`src/rtl/load_store_unit_if.sv`:
```
// Request/response handshake and data-memory port of the load/store unit.
// slave is the unit's view; master is the pipeline plus data-memory side.
interface load_store_unit_if;
  logic        req_valid;
  logic        req_ready;
  logic        req_write;
  logic [1:0]  req_size;
  logic        req_unsigned;
  logic [31:0] req_addr;
  logic [31:0] req_wdata;

  logic        resp_valid;
  logic [31:0] resp_rdata;
  logic        resp_err;

  logic [31:0] mem_access_addr;
  logic [31:0] mem_write_data;
  logic        mem_write_en;
  logic        mem_read;
  logic [31:0] mem_read_data;

  modport slave (
    input  req_valid, req_write, req_size, req_unsigned, req_addr, req_wdata,
    input  mem_read_data,
    output req_ready, resp_valid, resp_rdata, resp_err,
    output mem_access_addr, mem_write_data, mem_write_en, mem_read
  );

  modport master (
    output req_valid, req_write, req_size, req_unsigned, req_addr, req_wdata,
    output mem_read_data,
    input  req_ready, resp_valid, resp_rdata, resp_err,
    input  mem_access_addr, mem_write_data, mem_write_en, mem_read
  );
endinterface

```
`src/rtl/load_store_unit.sv`:
```
// Single-issue load/store unit for a 256-word data memory. Sub-word stores
// are performed as a read-modify-write of the containing word.
module load_store_unit (
  input  logic            clk,
  input  logic            rst_n,
  load_store_unit_if.slave bus
);

  typedef enum logic [2:0] {
    IDLE   = 3'd0,
    LOAD   = 3'd1,
    RMW_RD = 3'd2,
    WRITE  = 3'd3,
    DONE   = 3'd4
  } state_t;

  localparam logic [1:0] SZ_BYTE = 2'b00;
  localparam logic [1:0] SZ_HALF = 2'b01;
  localparam logic [1:0] SZ_WORD = 2'b10;

  state_t      state;
  state_t      state_nxt;

  logic        accept;
  logic        req_err;

  logic [1:0]  size_p0;
  logic        unsigned_p0;
  logic        err_p0;
  logic [9:0]  addr_p0;
  logic [31:0] wdata_p0;
  logic [31:0] rdata_p1;

  function automatic logic access_error(input logic [1:0]  size,
                                        input logic [31:0] addr);
    logic bad;
    bad = (size == 2'b11)
        | ((size == SZ_HALF) & addr[0])
        | ((size == SZ_WORD) & (addr[1:0] != 2'b00))
        | (addr[31:10] != 22'd0);
    return bad;
  endfunction

  function automatic logic [31:0] lane_extend(input logic [31:0] word,
                                              input logic [1:0]  size,
                                              input logic        uns,
                                              input logic [1:0]  lane);
    logic signed [7:0]  b;
    logic signed [15:0] h;
    logic [31:0]        r;
    b = $signed(word[{lane, 3'b000} +: 8]);
    h = $signed(word[{lane[1], 4'b0000} +: 16]);
    case (size)
      SZ_BYTE: r = uns ? {24'h0, b} : 32'(b);
      SZ_HALF: r = uns ? {16'h0, h} : 32'(h);
      default: r = word;
    endcase
    return r;
  endfunction

  // Replace the addressed byte/half of the memory word with the store data.
  function automatic logic [31:0] merge_lane(input logic [31:0] word,
                                             input logic [31:0] wdata,
                                             input logic [1:0]  size,
                                             input logic [1:0]  lane);
    logic [31:0] r;
    r = word;
    if (size == SZ_BYTE)
      r[{lane, 3'b000} +: 8] = wdata[7:0];
    else
      r[{lane[1], 4'b0000} +: 16] = wdata[15:0];
    return r;
  endfunction

  assign accept  = bus.req_valid && (state == IDLE);
  assign req_err = access_error(bus.req_size, bus.req_addr);

  // ---- state register ----
  always_ff @(posedge clk or negedge rst_n) begin
    if (!rst_n) state <= IDLE;
    else        state <= state_nxt;
  end

  // ---- next-state logic ----
  always_comb begin
    state_nxt = state;
    case (state)
      IDLE: begin
        if (accept) begin
          if (req_err)                      state_nxt = DONE;
          else if (!bus.req_write)          state_nxt = LOAD;
          else if (bus.req_size == SZ_WORD) state_nxt = WRITE;
          else                              state_nxt = RMW_RD;
        end
      end
      LOAD:    state_nxt = DONE;
      RMW_RD:  state_nxt = WRITE;
      WRITE:   state_nxt = DONE;
      DONE:    state_nxt = IDLE;
      default: state_nxt = IDLE;
    endcase
  end

  // ---- outputs: strobes decode from state, buses come from held registers ----
  always_comb begin
    bus.req_ready       = (state == IDLE);
    bus.mem_read        = (state == LOAD) || (state == RMW_RD);
    bus.mem_write_en    = (state == WRITE);
    bus.resp_valid      = (state == DONE);
    bus.resp_err        = (state == DONE) && err_p0;
    bus.resp_rdata      = rdata_p1;
    bus.mem_access_addr = {24'h0, addr_p0[9:2]};
    bus.mem_write_data  = wdata_p0;
  end

  // ---- p0: request latch / merge register, p1: load result ----
  always_ff @(posedge clk or negedge rst_n) begin
    if (!rst_n) begin
      size_p0     <= 2'b00;
      unsigned_p0 <= 1'b0;
      err_p0      <= 1'b0;
      addr_p0     <= '0;
      wdata_p0    <= '0;
      rdata_p1    <= '0;
    end else begin
      if (accept) begin
        size_p0     <= bus.req_size;
        unsigned_p0 <= bus.req_unsigned;
        err_p0      <= req_err;
        addr_p0     <= bus.req_addr[9:0];
        wdata_p0    <= bus.req_wdata;
        rdata_p1    <= '0;
      end
      if (state == LOAD)
        rdata_p1 <= lane_extend(bus.mem_read_data, size_p0, unsigned_p0, addr_p0[1:0]);
      if (state == RMW_RD)
        wdata_p0 <= merge_lane(bus.mem_read_data, wdata_p0, size_p0, addr_p0[1:0]);
    end
  end

endmodule
```
`src/flat_wrapper.sv`:
```
// flat-port wrapper written by rule: the top's interface ports become plain ports
module load_store_unit_flat 
  (clk, rst_n, bus_req_valid, bus_req_write, bus_req_size, bus_req_unsigned, bus_req_addr, bus_req_wdata, bus_mem_read_data, bus_req_ready, bus_resp_valid, bus_resp_rdata, bus_resp_err, bus_mem_access_addr, bus_mem_write_data, bus_mem_write_en, bus_mem_read);
  load_store_unit_if bus_i ();
  input  logic clk;
  input  logic rst_n;
  input wire logic [$bits(bus_i.req_valid)-1:0] bus_req_valid;
  input wire logic [$bits(bus_i.req_write)-1:0] bus_req_write;
  input wire logic [$bits(bus_i.req_size)-1:0] bus_req_size;
  input wire logic [$bits(bus_i.req_unsigned)-1:0] bus_req_unsigned;
  input wire logic [$bits(bus_i.req_addr)-1:0] bus_req_addr;
  input wire logic [$bits(bus_i.req_wdata)-1:0] bus_req_wdata;
  input wire logic [$bits(bus_i.mem_read_data)-1:0] bus_mem_read_data;
  output wire logic [$bits(bus_i.req_ready)-1:0] bus_req_ready;
  output wire logic [$bits(bus_i.resp_valid)-1:0] bus_resp_valid;
  output wire logic [$bits(bus_i.resp_rdata)-1:0] bus_resp_rdata;
  output wire logic [$bits(bus_i.resp_err)-1:0] bus_resp_err;
  output wire logic [$bits(bus_i.mem_access_addr)-1:0] bus_mem_access_addr;
  output wire logic [$bits(bus_i.mem_write_data)-1:0] bus_mem_write_data;
  output wire logic [$bits(bus_i.mem_write_en)-1:0] bus_mem_write_en;
  output wire logic [$bits(bus_i.mem_read)-1:0] bus_mem_read;
  assign bus_i.req_valid = bus_req_valid;
  assign bus_i.req_write = bus_req_write;
  assign bus_i.req_size = bus_req_size;
  assign bus_i.req_unsigned = bus_req_unsigned;
  assign bus_i.req_addr = bus_req_addr;
  assign bus_i.req_wdata = bus_req_wdata;
  assign bus_i.mem_read_data = bus_mem_read_data;
  assign bus_req_ready = bus_i.req_ready;
  assign bus_resp_valid = bus_i.resp_valid;
  assign bus_resp_rdata = bus_i.resp_rdata;
  assign bus_resp_err = bus_i.resp_err;
  assign bus_mem_access_addr = bus_i.mem_access_addr;
  assign bus_mem_write_data = bus_i.mem_write_data;
  assign bus_mem_write_en = bus_i.mem_write_en;
  assign bus_mem_read = bus_i.mem_read;
  load_store_unit u_core (.clk(clk), .rst_n(rst_n), .bus(bus_i));
endmodule
```
`config.mk`:
```
export PLATFORM = sky130hd
export DESIGN_NAME = load_store_unit_flat
export DESIGN_NICKNAME = d
export VERILOG_FILES = /design/src/rtl/load_store_unit_if.sv /design/src/rtl/load_store_unit.sv /design/src/flat_wrapper.sv
export SDC_FILE = /design/constraint.sdc
export NUM_CORES = 1
export LEC_CHECK = 0
export ABC_AREA = 1
export CAP_MARGIN = 20
export CORE_ASPECT_RATIO = 0.5
export CORE_MARGIN = 4
export CORE_UTILIZATION = 49
export CTS_CLUSTER_SIZE = 30
export DETAILED_ROUTE_END_ITERATION = 8
export GPL_ROUTABILITY_DRIVEN = 0
export PLACE_DENSITY = 0.87
export SLEW_MARGIN = 40
export SYNTH_ARGS = -nofsm -noshare
export SYNTH_HDL_FRONTEND = slang
export SYNTH_SLANG_ARGS = --single-unit
```
`constraint.sdc`:
```
create_clock -name clk -period 4.4 [get_ports clk]
set_input_delay 0.88 -clock clk [delete_from_list [all_inputs] [get_ports clk]]
set_output_delay 0.88 -clock clk [all_outputs]
set_load 0.01 [all_outputs]
```
[Word-level counts from Yosys, hierarchy flattened]
Cells that the tools add are included.
Storage, ports and cells
  bits in registers: 81
  bits of input ports: 103
  word-level logic and storage cells: 54
Cells by class
  add/subtract/negate cells: 2
  bitwise operators: 5
  reductions and logical operators: 10
  shifts and indexed selects: 6
  equal/unequal tests: 9
  mux-type cells: 15
Operators with widths (count)
  32-bit two-way mux: 7
  32-bit bitwise mux: 2
  32-bit one-hot mux with 2 select lines: 1
  16-bit by 7-bit variable shift with 32-bit output, first input constant: 1
  8-bit by 7-bit variable shift with 32-bit output, first input constant: 1
  16-bit by 7-bit indexed part select with 32-bit output: 1
  32-bit by 6-bit indexed part select with 16-bit output: 1
  32-bit by 6-bit indexed part select with 8-bit output: 1
  8-bit by 7-bit indexed part select with 32-bit output: 1
  22-bit nonzero test: 1
  5-bit negation with 7-bit output: 2
  3-bit two-way mux: 3
  3-bit one-hot mux with 3 select lines: 1
  3-bit by 2-bit equality test with 1-bit output, second input constant: 2
  2-bit nonzero test: 3
  2-bit by 1-bit equality test with 1-bit output, second input constant: 2
  2-bit equality test, second input constant: 2
  3-bit by 1-bit equality test with 1-bit output, second input constant: 1
  3-bit equality test, second input constant: 1
  3-bit zero test: 1
  1-bit bitwise OR: 3
  1-bit AND: 2
  1-bit logical AND: 2
  2-bit zero test: 1
  4 further kinds: 4

[Logic depth before layout (Yosys ltp)]
Gate-level depths: netlist (run 1).
  depth after elaboration: 8
  mapped depth: 11
  depth with buffers taken out: 10

[Worst setup path before layout (run 1)]
Ideal clock, no wire load.
  path kind: register to output
  start: reg u_core.state[2]
  end: out bus_mem_read
  slack: 2380 ps
  buffers on the path: 1
  arrival: 1140 ps
  cell stages (with the launch flop): 7
  data required time: 3520 ps
  cell sequence: dfrtp_1 -> inv_2 -> nand2_1 -> nor2_4 -> inv_2 -> buf_2 -> nand2_1
Between the ends
  longest elaborated chain between the ends: 2
  elaborated cells on any way between the ends: 3
  classes of those cells: 2 x eq/ne; 1 x reduce/logical
Ends and longest elaborated chain
  from (decl): RTL line load_store_unit.sv:21  | state_t state;
  from (signal assigned): RTL line load_store_unit.sv:81  | else state <= state_nxt;
  3-bit by 1-bit equality test with 1-bit output or 3-bit by 2-bit equality test with 1-bit output (tied branches): RTL line load_store_unit.sv:107  | bus.mem_read = (state == LOAD) || (state == RMW_RD);
  1-bit logical OR (*): RTL line load_store_unit.sv:107
  to (decl): RTL line flat_wrapper.sv:21  | output wire logic [$bits(bus_i.mem_read)-1:0] bus_mem_read;
Every way passes the cells marked *; elsewhere a longest branch is shown, timed or not.

[Final worst setup path (run 1)]
Same ends and word-level chain as after synthesis.

==> flow_metrics.py, run 1 <==
metrics = {
    "timing": {
        "holdWs_ns": 0.469,
        "tightest_slew_ns": 0.757,
        "grt_setup_unrepaired": "no",
        "setup_tns_ns": 0,
        "max-slew-margin-rel_pct": 49.6,
        "hold_viol": 0,
        "skew_ns": 0.00802,
        "post-route-period-util_pct": 69.0,
        "fmax_mhz": 329,
        "min_period_ns": 3.04,
        "drv_slew": 0,
        "finalSetupViolCount": 0,
    },
    "global_route": {
        "grt_use_total_pct": 28.3,
        "grt_pass1_vias": 5717,
        "grt_pass1_wl_um": 28700,
        "grt_max_degree": 82,
        "overflow": 0,
        "antenna_found_initial": 0,
    },
    "clock_network": {
        "path_clk_slew_ns": 0.06,
        "h-tree-depth": 3,
        "cts_buffers": 9,
        "cts.path.max_buffers": 2,
        "cts_tree": "done",
        "cts_sinks": 81,
        "cts_resized": 0,
        "clockRootBuffer": "clkbuf_16",
        "clk_latency_ns": 0.34,
        "post_cts_buffers": 0,
        "ctsHoldBuffers": 0,
    },
    "routing": {
        "antenna_left": 0,
        "wire_per_inst_um": 16.6,
        "top_layer": "met4",
        "drc": 0,
        "first_pass_iters": 6,
        "dr_wl_met3_um": 2570,
        "drt_wl_total_um": 18400,
        "met2WireLength_um": 8030,
        "initialDrtViolationCount": 740,
        "met1_length_um": 7280,
        "vias": 6032,
        "vias_per_cell": 5.41,
    },
    "synthesis": {
        "synthArstFlopShare_pct": 100,
        "synth_area_leaders": "dfrtp_1 (37%), nand2_1 (23%), buf_4 (5.0%)",
        "yosys_warnings": 0,
        "netlist_instances": 819,
        "synth_area_mm2": 0.00545,
        "ys_seq_area_share_pct": 37.2,
        "synth_area_per_cell_um2": 6.65,
        "synth_top_cell_by_area": "dfrtp_1",
        "ys.flop_type": "dfrtp_1",
        "netlist-cell-type-count": 35,
        "yosysTopAreaCellShare_pct": 37.2,
        "synth-seq-cells": 81,
        "synth_edf_count": 0,
    },
    "layout": {
        "fillers": 859,
        "diodes": 0,
        "multiInputGateArea_mm2": 0.00281,
        "final_common_cell": "nand2_1",
        "fin_nets": 1077,
        "drive_gt1_share_pct": 6.06,
        "syn2layout_area_growth_pct": 36.1,
        "final_cell_mix": "nand2_1 (340), clkdlybuf4s50_1 (178), dfrtp_1 (79)",
        "register_area_mm2": 0.00203,
    },
    "min_path": {
        "holdCritStartpoint": "u_core.addr_p0[7]$_DFFE_PN0P_",
        "holdPathStages": 2,
        "hold_class": "reg2reg",
        "holdPathEnd": "u_core.addr_p0[7]$_DFFE_PN0P_",
    },
    "critical_path": {
        "cpMaxStageDelayCell": "clkdlybuf4s50_1",
        "cp_cell_sequence": "inv_2, nand2_1, nor2_4, inv_2, nand2_1, clkdlybuf4s50_1",
        "worstReg2RegEnd": "u_core.bus.mem_write_data[2]$_DFFE_PN0P_",
        "worst_setup_path_start_kind": "flop",
        "crit_required_ns": 3.52,
        "cp_data_arrival_time_ns": 2.16,
        "cp_max_fo": 25,
        "reg2reg_depth": 10,
        "reg2reg_slack_ns": 1.77,
        "worstSetupPathType": "reg2out",
        "r2r_start": "u_core.size_p0[1]$_DFFE_PN0P_",
        "slowest_delay_ns": 0.55,
        "end_kind": "output port",
    },
    "pwr": {
        "switchingPower_mw": 1.68,
        "p_int_mw": 2.24,
        "leakage_nw": 3.69,
        "swShare_pct": 42.8,
        "ir_drop_mv": 0.287,
        "pwr-share-comb_pct": 47.9,
        "pwr-share-clk_pct": 20.4,
        "seqPwrFrac_pct": 31.7,
        "pwr_density_cell_mw_per_mm2": 528,
    },
    "floorplanning": {
        "fp.dieArea_mm2": 0.0130,
        "fp.coreArea_mm2": 0.0105,
        "die_w_um": 157,
        "initial_core_util_pct": 51.9,
        "io_pins": 204,
        "die_y_um": 82.6,
        "core.rowCount": 26,
    },
    "run_status": {
        "status": "finished clean",
    },
    "placement": {
        "dp_hpwl_um": 14000,
        "port_buffers": 179,
    },
    "flow_run": {
        "max-cap-violations": 0,
    },
}
-- kinds of logic after synthesis --
kind of cell | Yosys count | synth area share, %
AO/OA/AOI/OAI | 127 | 12.7
flip-flops | 81 | 37.2
adder cells (fa/ha/maj) | 5 | 1.15
other | 1 | 0.0688
buffers and inverters | 140 | 12.9
AND/OR/NAND/NOR | 465 | 36.0
-- worst max-delay path: cells and delay by family, from the launching register on --
kind	cells	cell delay [ns]
flops	1	0.40
simple gates	3	0.50
buf+inv	3	0.91
-- how the worst max path moves through the flow --
| stage | endpoint | slack (ns) | startpoint |
|---|---|---|---|
| finish | bus_mem_read | 1.36 | u_core.state[2]$_DFFE_PN0P_ |
| CTS | bus_mem_read | 1.37 | u_core.state[2]$_DFFE_PN0P_ |
| floorplan | bus_mem_read | 2.38 | u_core.state[2]$_DFFE_PN0P_ |
| global placement | u_core.bus.resp_rdata[28]$_DFFE_PN0P_ | 1.59 | bus_req_valid |
| detailed placement | u_core.bus.mem_write_data[0]$_DFFE_PN0P_ | 1.53 | u_core.size_p0[1]$_DFFE_PN0P_ |
| global route | bus_mem_read | 1.25 | u_core.state[2]$_DFFE_PN0P_ |
-- routing by layer --
| metal | up-vias | global-route usage (%) |
|---|---|---|
| met3 | 78 | 9.16 |
| met5 | - | 0 |
| met1 | 2697 | 36.6 |
| li1 | 2818 | - |
| met2 | 439 | 45.0 |
| met4 | 0 | 10.2 |
-- Yosys cell counts, types with 8 or more instances --
library cell and instances:
a21oi_1 49, buf_2 14, buf_4 36, clkbuf_1 10
dfrtp_1 81, inv_1 66, inv_2 8, nand2_1 340
nand3_1 36, nor2_1 50, o211ai_1 10, o21ai_0 51
o22ai_1 11, or2_2 11
-- sequential cells by signal (all words and copies together) (netlist names) --
name / cells
u_core.size_p0: 2
u_core.unsigned_p0: 1
u_core.err_p0: 1
u_core.bus.resp_rdata: 32
u_core.state: 3
u_core.addr_p0: 10
u_core.bus.mem_write_data: 32
-- area by class of cell --
type | instances | area share [%]
sequential | 81 | 27.4
clock inverter | 6 | 1.11
clock buffer | 10 | 3.09
timing repair buffer | 180 | 24.3
multi-input combinational | 621 | 37.9
tap | 140 | 2.36
inverter | 76 | 3.85
-- power by group through the flow --
| stage | Clock (mW) | Combinational (mW) | Sequential [mW] |
|---|---|---|---|
| 3_3_place_gp | 0 | 1.77 | 1.23 |
| 3_5_place_dp | 0 | 1.82 | 1.23 |
| 4_1_cts | 0.797 | 1.84 | 1.23 |
| 2_1_floorplan | 0 | 1.17 | 1.18 |
| 6_report | 0.799 | 1.88 | 1.24 |
| 5_1_grt | 0.831 | 2.05 | 1.27 |
-- per-stage QoR --
step | util [%] | cells | power [mW] | area (um2) | setup slack, ns
5_1_grt | 70.6 | 1114 | 4.15 | 7420 | 1.25
4_1_cts | 70.6 | 1114 | 3.86 | 7410 | 1.37
2_1_floorplan | - | 842 | 2.35 | 5540 | 2.38
6_report | 70.6 | 1114 | 3.92 | 7420 | 1.36
3_3_place_gp | 67.5 | 1098 | 2.99 | 7090 | 1.59
3_5_place_dp | 67.6 | 1098 | 3.06 | 7100 | 1.53
Power figures use the tool's default switching activity.
==> run 2, diff against run 1 <==
- CORE_UTILIZATION: 49 -> 45
- PLACE_DENSITY: 0.87 -> 0.81
- clock period: 4.4 -> 3.07 ns (I/O delays scaled with it)
==> run 2 against run 1 <==
Effect of this change:
- sequential share of layout area down 0.29 points
- count of clock-buffer cells in the layout is 2 higher
- clock skew is 0.0013 ns lower
- critical path depth is the same
- design area up 0.96%
- core utilization fell by 7.3 points
- global-route usage is 2.8 points lower
- flip-flop and latch count unchanged
- total power grew 43%
==> flow_metrics.py, run 2 (synthesis results as in run 1) <==
metrics = {
    "critical_path": {
        "worst_setup_path_start_kind": "flop",
        "cp_max_fo": 25,
        "crit_required_ns": 2.46,
        "cp_data_arrival_time_ns": 2.13,
        "end_kind": "output port",
        "worstSetupPathType": "reg2out",
        "reg2reg_slack_ns": 0.58,
    },
    "clock_network": {
        "cts_sinks": 81,
        "cts.path.max_buffers": 2,
        "cts_tree": "done",
        "clockRootBuffer": "clkbuf_16",
        "cts_buffers": 9,
        "ctsHoldBuffers": 0,
        "clk_latency_ns": 0.34,
        "h-tree-depth": 3,
        "cts_resized": 0,
        "path_clk_slew_ns": 0.06,
        "post_cts_buffers": 0,
    },
    "global_route": {
        "grt_max_degree": 82,
        "overflow": 0,
        "grt_use_total_pct": 25.4,
        "grt_pass1_wl_um": 28200,
        "antenna_found_initial": 0,
        "grt_pass1_vias": 5482,
    },
    "layout": {
        "drive_gt1_share_pct": 6.23,
        "diodes": 0,
        "fillers": 1097,
        "register_area_mm2": 0.00203,
        "syn2layout_area_growth_pct": 37.4,
        "stdcell_count": 1144,
        "final_cell_mix": "nand2_1 (340), clkdlybuf4s50_1 (178), dfrtp_1 (81)",
        "multiInputGateArea_mm2": 0.00281,
        "fin_nets": 1083,
        "finish.instance_area_mm2": 0.00749,
        "final_common_cell": "nand2_1",
    },
    "placement": {
        "dp.cells": 1129,
        "dp_hpwl_um": 13700,
        "post-place-ws_ns": 0.685,
        "placed_cell_area_mm2": 0.00717,
        "port_buffers": 179,
    },
    "routing": {
        "drc": 0,
        "initialDrtViolationCount": 725,
        "drt_wl_total_um": 17900,
        "wire_per_inst_um": 15.7,
        "vias": 5953,
        "vias_per_cell": 5.20,
        "antenna_left": 0,
        "first_pass_iters": 7,
    },
    "floorplanning": {
        "die_w_um": 164,
        "fp.coreArea_mm2": 0.0118,
        "io_pins": 204,
        "fp.dieArea_mm2": 0.0140,
        "die_y_um": 85.8,
        "initial_core_util_pct": 46.0,
        "core.rowCount": 28,
    },
    "timing": {
        "hold_viol": 0,
        "setup_tns_ns": 0,
        "drv_slew": 0,
        "tightest_slew_ns": 0.673,
        "grt_setup_unrepaired": "no",
        "post-route-period-util_pct": 89.3,
        "fmax_mhz": 365,
        "finalSetupViolCount": 0,
        "min_period_ns": 2.74,
        "skew_ns": 0.00670,
        "max-slew-margin-rel_pct": 55.2,
        "fin_ws_ns": 0.329,
    },
    "pwr": {
        "total_power_mw": 5.61,
        "leakage_nw": 3.72,
        "ir_drop_mv": 0.363,
        "pwr_density_cell_mw_per_mm2": 749,
    },
    "min_path": {
        "hold_class": "in2async",
    },
    "run_status": {
        "status": "finished clean",
    },
    "flow_run": {
        "max-cap-violations": 0,
    },
}
run 2: power breakdown:
group	switching [mW]	internal [mW]	leakage (nW)	total, mW
registers	0.281	1.38	1.05	1.66
clock network	0.413	0.729	0.153	1.14
logic	1.65	1.16	2.52	2.81
total	2.34	3.27	3.72	5.61
run 2: layout make-up:
class,instances,share of cell area (%)
Clock buffer,12,3.29
Clock inverter,3,0.869
Inverter,76,3.81
Multi-Input combinational cell,621,37.5
Sequential cell,81,27.1
Tap cell,165,2.76
Timing Repair Buffer,186,24.7
run 2: through the flow:
stage	utilization [%]	hold slack [ns]
floorplan	-	0.318
global placement	60.5	0.455
detailed placement	60.6	0.458
CTS	63.2	0.347
global route	63.2	0.371
finish	63.2	0.269
run 2: per-layer routing:
metal,wire length [um],vias up,GRT usage (%)
met5,0,-,0
met1,7460,2702,35.4
met2,7890,365,39.5
met4,402,0,6.62
met3,2190,45,7.06
li1,-,2841,-
run 2: final timing paths:
kind	to	start	cells past startpoint
max in group asynchronous	u_core.bus.resp_rdata[13]$_DFFE_PN0P_	rst_n	1
hold / removal	u_core.bus.mem_write_data[10]$_DFFE_PN0P_	rst_n	1
setup reg to reg	u_core.bus.mem_write_data[19]$_DFFE_PN0P_	u_core.addr_p0[1]$_DFFE_PN0P_	8
min in group clk	u_core.addr_p0[5]$_DFFE_PN0P_	u_core.addr_p0[5]$_DFFE_PN0P_	2
hold reg to reg	u_core.addr_p0[5]$_DFFE_PN0P_	u_core.addr_p0[5]$_DFFE_PN0P_	2
setup / recovery	bus_mem_read	u_core.state[2]$_DFFE_PN0P_	6
run 2: critical path, stage by stage (launching register included):
cell             delay (ns)
dfrtp_1                0.40
inv_2                  0.13
nand2_1                0.13
nor2_4                 0.23
inv_2                  0.22
nand2_1                0.11
clkdlybuf4s50_1        0.55
